**src/rtl/wishbone_classic_master.sv**
```systemverilog
// Wishbone classic (B3) single-transfer initiator.
// Accepts one request at a time on a valid/ready stream, runs a single
// Wishbone read or write cycle, and returns read data plus an error flag on a
// valid/ready response stream. A programmable timeout ends cycles that the
// slave never acknowledges.
//
// Ports
//   clk, rstn                 clock (rising edge), synchronous active-low reset
//   s_req_valid/ready         request handshake
//   s_req_we/addr/data/sel    request payload (write enable, byte address, write data, byte selects)
//   m_rsp_valid/ready         response handshake
//   m_rsp_data/err            read data (0 for writes/errors), error flag (slave err or timeout)
//   m_wb_cyc/stb/we           Wishbone cycle, strobe, write enable
//   m_wb_addr/data_o/sel      Wishbone address, write data, byte selects
//   m_wb_ack/err/data_i       Wishbone acknowledge, error, read data
module wishbone_classic_master #(
    parameter int unsigned ADDRESS_WIDTH  = 16,
    parameter int unsigned BUS_WIDTH      = 4,
    parameter int unsigned TIMEOUT_CYCLES = 255
) (
    input  logic                       clk,
    input  logic                       rstn,
    input  logic                       s_req_valid,
    output logic                       s_req_ready,
    input  logic                       s_req_we,
    input  logic [ADDRESS_WIDTH-1:0]   s_req_addr,
    input  logic [BUS_WIDTH*8-1:0]     s_req_data,
    input  logic [BUS_WIDTH-1:0]       s_req_sel,
    output logic                       m_rsp_valid,
    input  logic                       m_rsp_ready,
    output logic [BUS_WIDTH*8-1:0]     m_rsp_data,
    output logic                       m_rsp_err,
    output logic                       m_wb_cyc,
    output logic                       m_wb_stb,
    output logic                       m_wb_we,
    output logic [ADDRESS_WIDTH-1:0]   m_wb_addr,
    output logic [BUS_WIDTH*8-1:0]     m_wb_data_o,
    output logic [BUS_WIDTH-1:0]       m_wb_sel,
    input  logic                       m_wb_ack,
    input  logic                       m_wb_err,
    input  logic [BUS_WIDTH*8-1:0]     m_wb_data_i
);

    localparam int unsigned DATA_W = BUS_WIDTH * 8;
    localparam int unsigned CNT_W  = (TIMEOUT_CYCLES == 0) ? 1 : $clog2(TIMEOUT_CYCLES + 1);
    localparam bit          TO_EN  = (TIMEOUT_CYCLES != 0);
    // Counter value seen on the last cycle strobe is allowed to stay high.
    localparam logic [CNT_W-1:0] TO_LAST = CNT_W'((TIMEOUT_CYCLES == 0) ? 0 : TIMEOUT_CYCLES - 1);

    typedef enum logic [1:0] {
        ST_IDLE = 2'd0,
        ST_BUS  = 2'd1,
        ST_RESP = 2'd2
    } state_t;

    state_t                     r_state,     w_state_nxt;
    logic [CNT_W-1:0]           r_cnt,       w_cnt_nxt;
    logic                       r_req_ready, w_req_ready_nxt;
    logic                       r_rsp_valid, w_rsp_valid_nxt;
    logic [DATA_W-1:0]          r_rsp_data,  w_rsp_data_nxt;
    logic                       r_rsp_err,   w_rsp_err_nxt;
    logic                       r_cyc,       w_cyc_nxt;
    logic                       r_stb,       w_stb_nxt;
    logic                       r_we,        w_we_nxt;
    logic [ADDRESS_WIDTH-1:0]   r_addr,      w_addr_nxt;
    logic [DATA_W-1:0]          r_wdata,     w_wdata_nxt;
    logic [BUS_WIDTH-1:0]       r_sel,       w_sel_nxt;
    logic                       w_timeout;

    assign w_timeout = TO_EN && (r_cnt == TO_LAST);

    // State and registered outputs.
    always_ff @(posedge clk) begin
        if (!rstn) begin
            r_state     <= ST_IDLE;
            r_cnt       <= '0;
            r_req_ready <= 1'b1;
            r_rsp_valid <= 1'b0;
            r_rsp_data  <= '0;
            r_rsp_err   <= 1'b0;
            r_cyc       <= 1'b0;
            r_stb       <= 1'b0;
            r_we        <= 1'b0;
            r_addr      <= '0;
            r_wdata     <= '0;
            r_sel       <= '0;
        end else begin
            r_state     <= w_state_nxt;
            r_cnt       <= w_cnt_nxt;
            r_req_ready <= w_req_ready_nxt;
            r_rsp_valid <= w_rsp_valid_nxt;
            r_rsp_data  <= w_rsp_data_nxt;
            r_rsp_err   <= w_rsp_err_nxt;
            r_cyc       <= w_cyc_nxt;
            r_stb       <= w_stb_nxt;
            r_we        <= w_we_nxt;
            r_addr      <= w_addr_nxt;
            r_wdata     <= w_wdata_nxt;
            r_sel       <= w_sel_nxt;
        end
    end

    // Next state and next values of every registered output.
    always_comb begin
        w_state_nxt     = r_state;
        w_cnt_nxt       = r_cnt;
        w_req_ready_nxt = r_req_ready;
        w_rsp_valid_nxt = r_rsp_valid;
        w_rsp_data_nxt  = r_rsp_data;
        w_rsp_err_nxt   = r_rsp_err;
        w_cyc_nxt       = r_cyc;
        w_stb_nxt       = r_stb;
        w_we_nxt        = r_we;
        w_addr_nxt      = r_addr;
        w_wdata_nxt     = r_wdata;
        w_sel_nxt       = r_sel;

        case (r_state)
            ST_IDLE: begin
                w_req_ready_nxt = 1'b1;
                if (s_req_valid) begin
                    w_cyc_nxt       = 1'b1;
                    w_stb_nxt       = 1'b1;
                    w_we_nxt        = s_req_we;
                    w_addr_nxt      = s_req_addr;
                    w_wdata_nxt     = s_req_data;
                    w_sel_nxt       = s_req_sel;
                    w_req_ready_nxt = 1'b0;
                    w_cnt_nxt       = '0;
                    w_state_nxt     = ST_BUS;
                end
            end

            ST_BUS: begin
                // err has priority over ack; ack in the final cycle beats the timeout.
                if (m_wb_err || m_wb_ack || w_timeout) begin
                    w_cyc_nxt       = 1'b0;
                    w_stb_nxt       = 1'b0;
                    w_we_nxt        = 1'b0;
                    w_rsp_valid_nxt = 1'b1;
                    w_state_nxt     = ST_RESP;
                    if (!m_wb_err && m_wb_ack) begin
                        w_rsp_err_nxt  = 1'b0;
                        w_rsp_data_nxt = r_we ? '0 : m_wb_data_i;
                    end else begin
                        w_rsp_err_nxt  = 1'b1;
                        w_rsp_data_nxt = '0;
                    end
                end else if (TO_EN) begin
                    w_cnt_nxt = r_cnt + CNT_W'(1);
                end
            end

            ST_RESP: begin
                if (m_rsp_ready) begin
                    w_rsp_valid_nxt = 1'b0;
                    w_req_ready_nxt = 1'b1;
                    w_state_nxt     = ST_IDLE;
                end
            end

            default: begin
                w_state_nxt     = ST_IDLE;
                w_req_ready_nxt = 1'b1;
                w_rsp_valid_nxt = 1'b0;
                w_cyc_nxt       = 1'b0;
                w_stb_nxt       = 1'b0;
            end
        endcase
    end

    assign s_req_ready = r_req_ready;
    assign m_rsp_valid = r_rsp_valid;
    assign m_rsp_data  = r_rsp_data;
    assign m_rsp_err   = r_rsp_err;
    assign m_wb_cyc    = r_cyc;
    assign m_wb_stb    = r_stb;
    assign m_wb_we     = r_we;
    assign m_wb_addr   = r_addr;
    assign m_wb_data_o = r_wdata;
    assign m_wb_sel    = r_sel;

endmodule

```
**config.mk**
```make
export PLATFORM = sky130hd
export DESIGN_NAME = wishbone_classic_master
export DESIGN_NICKNAME = d
export VERILOG_FILES = /design/src/rtl/wishbone_classic_master.sv
export SDC_FILE = /design/constraint.sdc
export NUM_CORES = 1
export LEC_CHECK = 0
export CORE_MARGIN = 4
export CORE_UTILIZATION = 40
export DETAILED_ROUTE_END_ITERATION = 12
export MAX_ROUTING_LAYER = met4
export PLACE_DENSITY = 0.79
export SYNTH_ARGS = -nofsm -noshare
export SYNTH_HDL_FRONTEND = slang
export SYNTH_SLANG_ARGS = --single-unit
```
**constraint.sdc**
```tcl
create_clock -name clk -period 2.3 [get_ports clk]
set_input_delay 0.46 -clock clk [delete_from_list [all_inputs] [get_ports clk]]
set_output_delay 0.46 -clock clk [all_outputs]
set_load 0.005 [all_outputs]
```
Yosys cells after proc, flatten, opt, wreduce, memory -nomap -nowiden
Index checks and enable logic that the tools add are counted.

operators by class
  add/sub/neg operators = 1
  equality and inequality tests = 7
  mux-type cells = 21
  bitwise logic cells = 3
  reduce and logical (&&, ||, !) cells = 14

operator list
  cell                 number
  $mux 32              2
  $mux 8               2
  $pmux 8 s2           1
  $reduce_and 3->1     5
  $pmux 1 s3           3
  $add 8x1->8 const B  1
  $eq 8x8->1 const B   1
  $mux 1               8
  $ne 2x2->1 const B   4
  $mux 2               3
  $pmux 2 s3           1
  $reduce_and 2->1     3
  $not 1->1            3
  $eq 2x1->1 const B   1
  $eq 2x2->1 const B   1
  $logic_not 2->1      1
  $logic_or 1x1->1     2
  $pmux 1 s2           1
  $reduce_bool 2->1    1
  $logic_and 1x1->1    1
  $logic_not 1->1      1

storage, ports and cells
  register bits after elaboration = 99
  bits of input ports = 91
  logic and storage cells = 57

Longest topological paths before layout
Gate-level depths: netlist of run 1.

  depth after elaboration = 4
  depth in mapped cells = 8
  depth with buffers taken out = 6

Least setup slack after synthesis of run 1
Ideal clock, no wire load.

  kind = register to register
  start point = register r_cnt[0]
  end point = register r_rsp_data[23], in the netlist m_rsp_data[23]
  arrival = 1.574 ns
  required time = 2.228 ns
  setup slack = 0.655 ns
  cell stages (with the launch flop) = 9
  path buffers = 2
  period minus slack after synthesis = 1.645 ns
  cell sequence = dfxtp_1 -> inv_1 -> ha_1 -> nand3_1 -> nor2_1 -> o31ai_1 -> buf_4 -> buf_4 -> mux2i_1

between the ends
  word-level cells in the longest chain between the ends = 3

ends and longest elaborated chain
  element                            RTL line  text
  start: declaration                 57        logic [CNT_W-1:0] r_cnt, w_cnt_nxt;
  start signal: assignment           89        r_cnt <= w_cnt_nxt;
  $eq 8x8->1                         70        assign w_timeout = TO_EN && (r_cnt == TO_LAST);
  $logic_or 1x1->1                   136       if (m_wb_err || m_wb_ack || w_timeout) begin
  $reduce_and 2->1 (no source line)  n/a
  end signal: assignment             92        r_rsp_data <= w_rsp_data_nxt;
  end: declaration                   60        logic [DATA_W-1:0] r_rsp_data, w_rsp_data_nxt;

Every way passes these cells.
A chain may end at the register's enable or synchronous reset.

Worst setup path in the final report of run 1
  start point = register r_cnt[0]
  end point = register r_rsp_data[16], in the netlist m_rsp_data[16]

Same word-level chain as after synthesis.

==> run summary, run 1 <==
via count: 3,655
Die Y-Extent: 106 um
CTS Hold Buffers Added: 0
worst r2r dst: m_rsp_data[16]
max frequency: 551 MHz
Mapped Cells: 453
CTS tree: built
type of origin of the critical path: flop
reg2reg setup slack: 0.49 ns
number of flops mapped to enable cells by yosys: 0
Clock Latency Late Sink: 0.35 ns
highest net fanout along the worst path: 36
vias in the first global route: 3,410
Post-synth top flop: dfxtp_1
Via density: 4.84
Num CTS Buffers: 9
initial antenna violation count: 0
Req. time, crit path: 2.57 ns
fin util: 64.1%
RSZ-0062 raised after global routing: no
Residual DRC: 0
Pins Over Slew Limit: 0
Final #Nets: 714
sequential cell area: 1980 um^2
combined area of all synthesized cells: 3810 um^2
Setup violations, final: 0
synth warn: 0
GP Congestion: 0.879
Congestion Overflow GR: 0
Layout area overhead: 55.3%
Worst Setup End Kind: flop
Setup Skew: 0.0104 ns
Async S/R FF share, synth: 0%
hold depth: 2
Starting Density: 41.3%
status: completed
Clk pin slew, worst setup/hold paths: 0.09 ns
# fillers: 768
Seq cells post-synth: 99
syn_area_per_cell: 8.42 um^2
all-layer global routing usage: 17.9%
Sink Count: 99
min Tclk post-route: 1.81 ns
largest net degree at the start of global routing: 49
worst hold endpoint: m_rsp_valid
drt first pass iters: 4
# resized after CTS: 0
P per Cell Area: 582 nW/um^2
# IOs: 181
core area: 9240 um^2
fin crit share: 78.9%
CTS root buf: clkbuf_8
worst path arrival time: 2.09 ns
# H-tree levels: 3
Mapped Nets: 546
Leakage: 2.30 nW
Final ANT Viol Nets: 0
FP Rows: 35
Seq/Total Area, Yosys: 52.0%
Rel. slew slack: 74.0%
Worst-Margin Slew: 0.390 ns
global-route wire length before repair: 16.0 mm
commonest non-fill, non-tap cell in the layout: clkdlybuf4s50_1
CTS Buffer Depth: 2
number of setup buffers added after CTS: 0
number of buffers added on ports: 180
Hold Slack: 0.458 ns
dpl hpwl: 7.47 mm
Die Wd: 106 um
Netlist cell types: 43
most frequent cells in the layout: clkdlybuf4s50_1, nand2_1, dfxtp_1, a21oi_1, mux2i_1
crit path kind: flop to flop
max-cap violation count: 0
DRT iter0 DRCs: 149
r2r startpoint: r_cnt[0]
WL per Instance: 13.5 um
HP Start: m_rsp_valid
ant diodes: 0
setup TNS: 0 ns
cell depth of the worst flop-to-flop path: 7
share of cells above drive strength 1: 5.59%
worst hold path class: flop to flop
die footprint: 11,200 um^2
Max VDD drop: 0.351 mV
area occupied by multi-input gates: 1680 um^2
Post-Route WL: 10.2 mm
Final Hold Viols: 0
==> power by group <==
group / internal [mW] / switching [mW] / leakage [nW]
clock network: 0.428 / 0.593 / 0.0859
registers: 1.79 / 0.0439 / 0.807
logic: 0.356 / 0.236 / 1.40
==> final cells by class <==
type | instances | share of cell area [%]
Timing Repair Buffer | 189 | 32.2
Multi-Input combinational cell | 318 | 28.3
Inverter | 4 | 0.253
Clock buffer | 11 | 2.39
Tap cell | 129 | 2.72
Sequential cell | 99 | 33.5
Clock inverter | 5 | 0.634
==> cell families after synthesis <==
logic type | after synthesis | synth area share, %
fa+ha+maj | 2 | 0.656
compound gates | 76 | 11.4
mux | 33 | 8.69
simple gates | 206 | 22.5
buf+inv | 36 | 4.53
xor+xnor | 1 | 0.230
flops | 99 | 52.0
==> cell usage after synthesis (2+ instances only) <==
cell | number | area [um^2]
nor2_1 | 5 | 18.8
nand4_1 | 2 | 12.5
nand2_1 | 179 | 672
and3_1 | 2 | 12.5
inv_1 | 3 | 11.3
a21oi_1 | 59 | 295
ha_1 | 2 | 25.0
buf_6 | 2 | 22.5
mux2i_1 | 32 | 320
o211ai_1 | 2 | 15.0
buf_2 | 8 | 40.0
dfxtp_1 | 99 | 1980
nand3_1 | 5 | 25.0
and2b_2 | 2 | 17.5
o21a_1 | 3 | 22.5
a311oi_1 | 2 | 17.5
buf_4 | 3 | 22.5
clkbuf_1 | 18 | 67.6
==> layer usage <==
metal	track usage [%]	up-vias	wire (um)
li1	-	1819	-
met1	20.3	1643	4280
met2	29.1	167	4790
met3	5.70	26	879
met4	7.77	0	269
met5	-	-	0
==> worst max path at each step <==
stage                     depth (start not counted)      from  slack [ns]              to
after global placement                            5  m_wb_ack        0.20        r_cnt[4]
after global routing                              7  r_cnt[0]        0.30   m_rsp_data[3]
final                                             7  r_cnt[0]        0.49  m_rsp_data[16]
after CTS                                         7  r_cnt[0]        0.48  m_rsp_data[16]
after detailed placement                          5  m_wb_ack        0.16        r_cnt[4]
after floorplan                                   8  r_cnt[0]        0.65  m_rsp_data[23]
==> through the flow <==
step	setup WS (ns)	power, mW	cells	instance area, um^2
final	0.486	3.45	755	5920
after global routing	0.302	3.63	755	5920
after CTS	0.477	3.50	755	5920
after detailed placement	0.163	2.47	739	5740
after global placement	0.196	2.46	739	5740
after floorplan	0.655	2.10	453	3810
==> state kept, by name, indices dropped and copies added (netlist names) <==
name         cells
m_wb_we          1
m_wb_sel         4
m_wb_stb         1
m_rsp_err        1
m_rsp_data      32
m_rsp_valid      1
r_cnt            8
m_wb_data_o     32
m_wb_addr       16
s_req_ready      1
r_state          2
==> worst max-delay path, cell delays in order (launching register included) <==
cell and delay (ns):
dfxtp_1 0.44, inv_1 0.09, ha_1 0.20, nand3_1 0.16, nor2_1 0.10, o31ai_4 0.22, buf_12 0.29, mux2i_1 0.23
(Power assumes the default switching activity.)
==> run 2, diff against run 1 <==
--- a/config.mk
+++ b/config.mk
@@ -6,10 +6,10 @@
 export NUM_CORES = 1
 export LEC_CHECK = 0
 export CORE_MARGIN = 4
-export CORE_UTILIZATION = 40
+export CORE_UTILIZATION = 37
 export DETAILED_ROUTE_END_ITERATION = 12
 export MAX_ROUTING_LAYER = met4
-export PLACE_DENSITY = 0.79
+export PLACE_DENSITY = 0.77
 export SYNTH_ARGS = -nofsm -noshare
 export SYNTH_HDL_FRONTEND = slang
 export SYNTH_SLANG_ARGS = --single-unit
==> constraint.sdc (replaced) <==
create_clock -name clk -period 1.45 [get_ports clk]
set_input_delay 0.29 -clock clk [delete_from_list [all_inputs] [get_ports clk]]
set_output_delay 0.29 -clock clk [all_outputs]
set_load 0.005 [all_outputs]
==> run 2 against run 1 <==
Net effect: the flow now finishes with violations (setup timing); largest cell class is now non-clock buffers; register-to-register slack lost 0.58 ns; worst hold slack lost 0.0043 ns; sequential power grew 59%; non-clock buffer count grew 29; maximum frequency grew 17%; clock-buffer cell count grew 3; utilization shrank 1.0 points; combinational power grew 62%; worst setup slack lost 0.58 ns; power grew 59%; final cell count grew 4.4%; first-iteration DRC count grew 10%; critical path type unchanged.
==> run summary, run 2 (synthesis results as in run 1) <==
status: finished with violations
failing checks: setup timing
Via density: 4.81
Clock Latency Late Sink: 0.35 ns
type of origin of the critical path: flop
Worst Setup End Kind: flop
slowest stage delay, CP: 0.37 ns
worst setup margin: -0.0943 ns
all-layer global routing usage: 18.4%
Max VDD drop: 0.448 mV
Residual DRC: 0
# H-tree levels: 3
DRT iter0 DRCs: 164
Final #Nets: 743
# IOs: 181
Post-Route WL: 11.2 mm
r2r startpoint: r_cnt[0]
number of cells on the critical path: 8
initial antenna violation count: 0
Die Wd: 110 um
crit path kind: flop to flop
Final Hold Viols: 0
CTS tree: built
Setup crit end: m_rsp_data[13]
worst hold path class: flop to flop
Setup Skew: 0.00603 ns
via count: 3,794
Setup crit start: r_cnt[0]
WL per Instance: 14.3 um
CTS Buffer Depth: 2
Req. time, crit path: 1.73 ns
Starting Density: 38.5%
RSZ-0062 raised after global routing: yes
max frequency: 648 MHz
highest net fanout along the worst path: 7
Congestion Overflow GR: 0
commonest non-fill, non-tap cell in the layout: nand2_1
Clk pin slew, worst setup/hold paths: 0.09 ns
Die Y-Extent: 110 um
worst path cell trace: inv_4, ha_4, nand3_4, nor2_4, o31ai_4, buf_4, buf_12, mux2i_2
Rel. slew slack: 73.8%
worst r2r dst: m_rsp_data[13]
global-route wire length before repair: 17.3 mm
P per Cell Area: 878 nW/um^2
CTS root buf: clkbuf_8
max-cap violation count: 0
# fillers: 901
Setup violations, final: 29
Worst path slowest cell: dfxtp_4
Pins Over Slew Limit: 0
Layout area overhead: 63.8%
number of buffers added on ports: 180
share of cells above drive strength 1: 17.7%
Final ANT Viol Nets: 0
CP delay by family, top: flip-flops
largest net degree at the start of global routing: 41
vias in the first global route: 3,722
CP Buf/Inv Count: 3
Leakage: 2.87 nW
cell depth of the worst flop-to-flop path: 8
reg2reg setup slack: -0.09 ns
core area: 9910 um^2
setup TNS: -1.98 ns
drt first pass iters: 4
dpl hpwl: 8.02 mm
fin crit share: 107%
min Tclk post-route: 1.54 ns
total chip power: 5.49 mW
Worst-Margin Slew: 0.393 ns
Sink Count: 99
ant diodes: 0
die footprint: 12,000 um^2
worst path arrival time: 1.83 ns
FP Rows: 36
most frequent cells in the layout: nand2_1, dlygate4sd2_1, clkdlybuf4s50_1, dfxtp_1, a21oi_1
GP Congestion: 0.805
fin util: 63.1%
Num CTS Buffers: 9
run 2: cell types whose count changed in the layout (fill, tap and decap cells not counted), moves of 4 or more:
cell	delta
a21oi_1	-4
dfxtp_1	-37
a21oi_2	+4
buf_6	+7
clkdlybuf4s50_1	-92
dfxtp_2	+35
dlygate4sd2_1	+92
buf_4	+19
run 2: worst min path at each step:
stage / startpoint / to / depth (start not counted)
final: m_wb_addr[11] / m_wb_addr[11] / 2
after global routing: s_req_sel[1] / m_wb_sel[1] / 3
after CTS: m_wb_data_i[11] / m_rsp_data[11] / 3
after detailed placement: m_wb_data_o[31] / m_wb_data_o[31] / 2
after global placement: m_wb_data_o[17] / m_wb_data_o[17] / 2
after floorplan: s_req_addr[0] / m_wb_addr[0] / 2
run 2: power breakdown:
part	leakage, nW	switching, mW	internal (mW)
Clock	0.0905	0.898	0.717
Sequential	0.823	0.0650	2.85
Combinational	1.96	0.409	0.549
Total	2.87	1.37	4.12
run 2: per-layer routing:
metal,part of all wire (%),vias up,GRT usage (%)
met5,0,-,-
met4,1.3,0,5.79
met3,8.7,14,6.52
met2,49,145,30.4
met1,41,1757,21.1
li1,-,1878,-
run 2: stage by stage:
step           instance area (um^2)  setup slack (ns)  cells  hold WS, ns
6_report                       6250           -0.0943    788        0.454
5_1_grt                        6250            -0.164    788        0.467
4_1_cts                        6060            -0.117    778        0.455
3_5_place_dp                   5930            -0.484    762        0.448
3_3_place_gp                   5930            -0.437    762        0.441
2_1_floorplan                  3870           -0.0527    453        0.426
run 2: final cells by class:
type	count	area, um^2	share of cell area [%]
inverter	4	17.5	0.280
clock buffer	14	163	2.60
clock inverter	2	10.0	0.160
multi-input combinational	318	1780	28.5
sequential	99	2030	32.5
tap	133	166	2.66
timing repair buffer	218	2080	33.3
run 2: what timing repair did:
action | CTS | global route
gates resized for setup | 135 | 16
pin swaps | 2 | 13
setup endpoints to repair | 172 | 45
buffers inserted | 0 | 7
hold buffers | 0 | 0
cloned | 0 | 3
run 2: tightest hold or removal path: cells and delay by family, from the launching register on:
family | cells | cell delay (ns)
DFF | 1 | 0.31
and+or+nand+nor | 1 | 0.05
AOI/OAI and AO/OA | 1 | 0.05
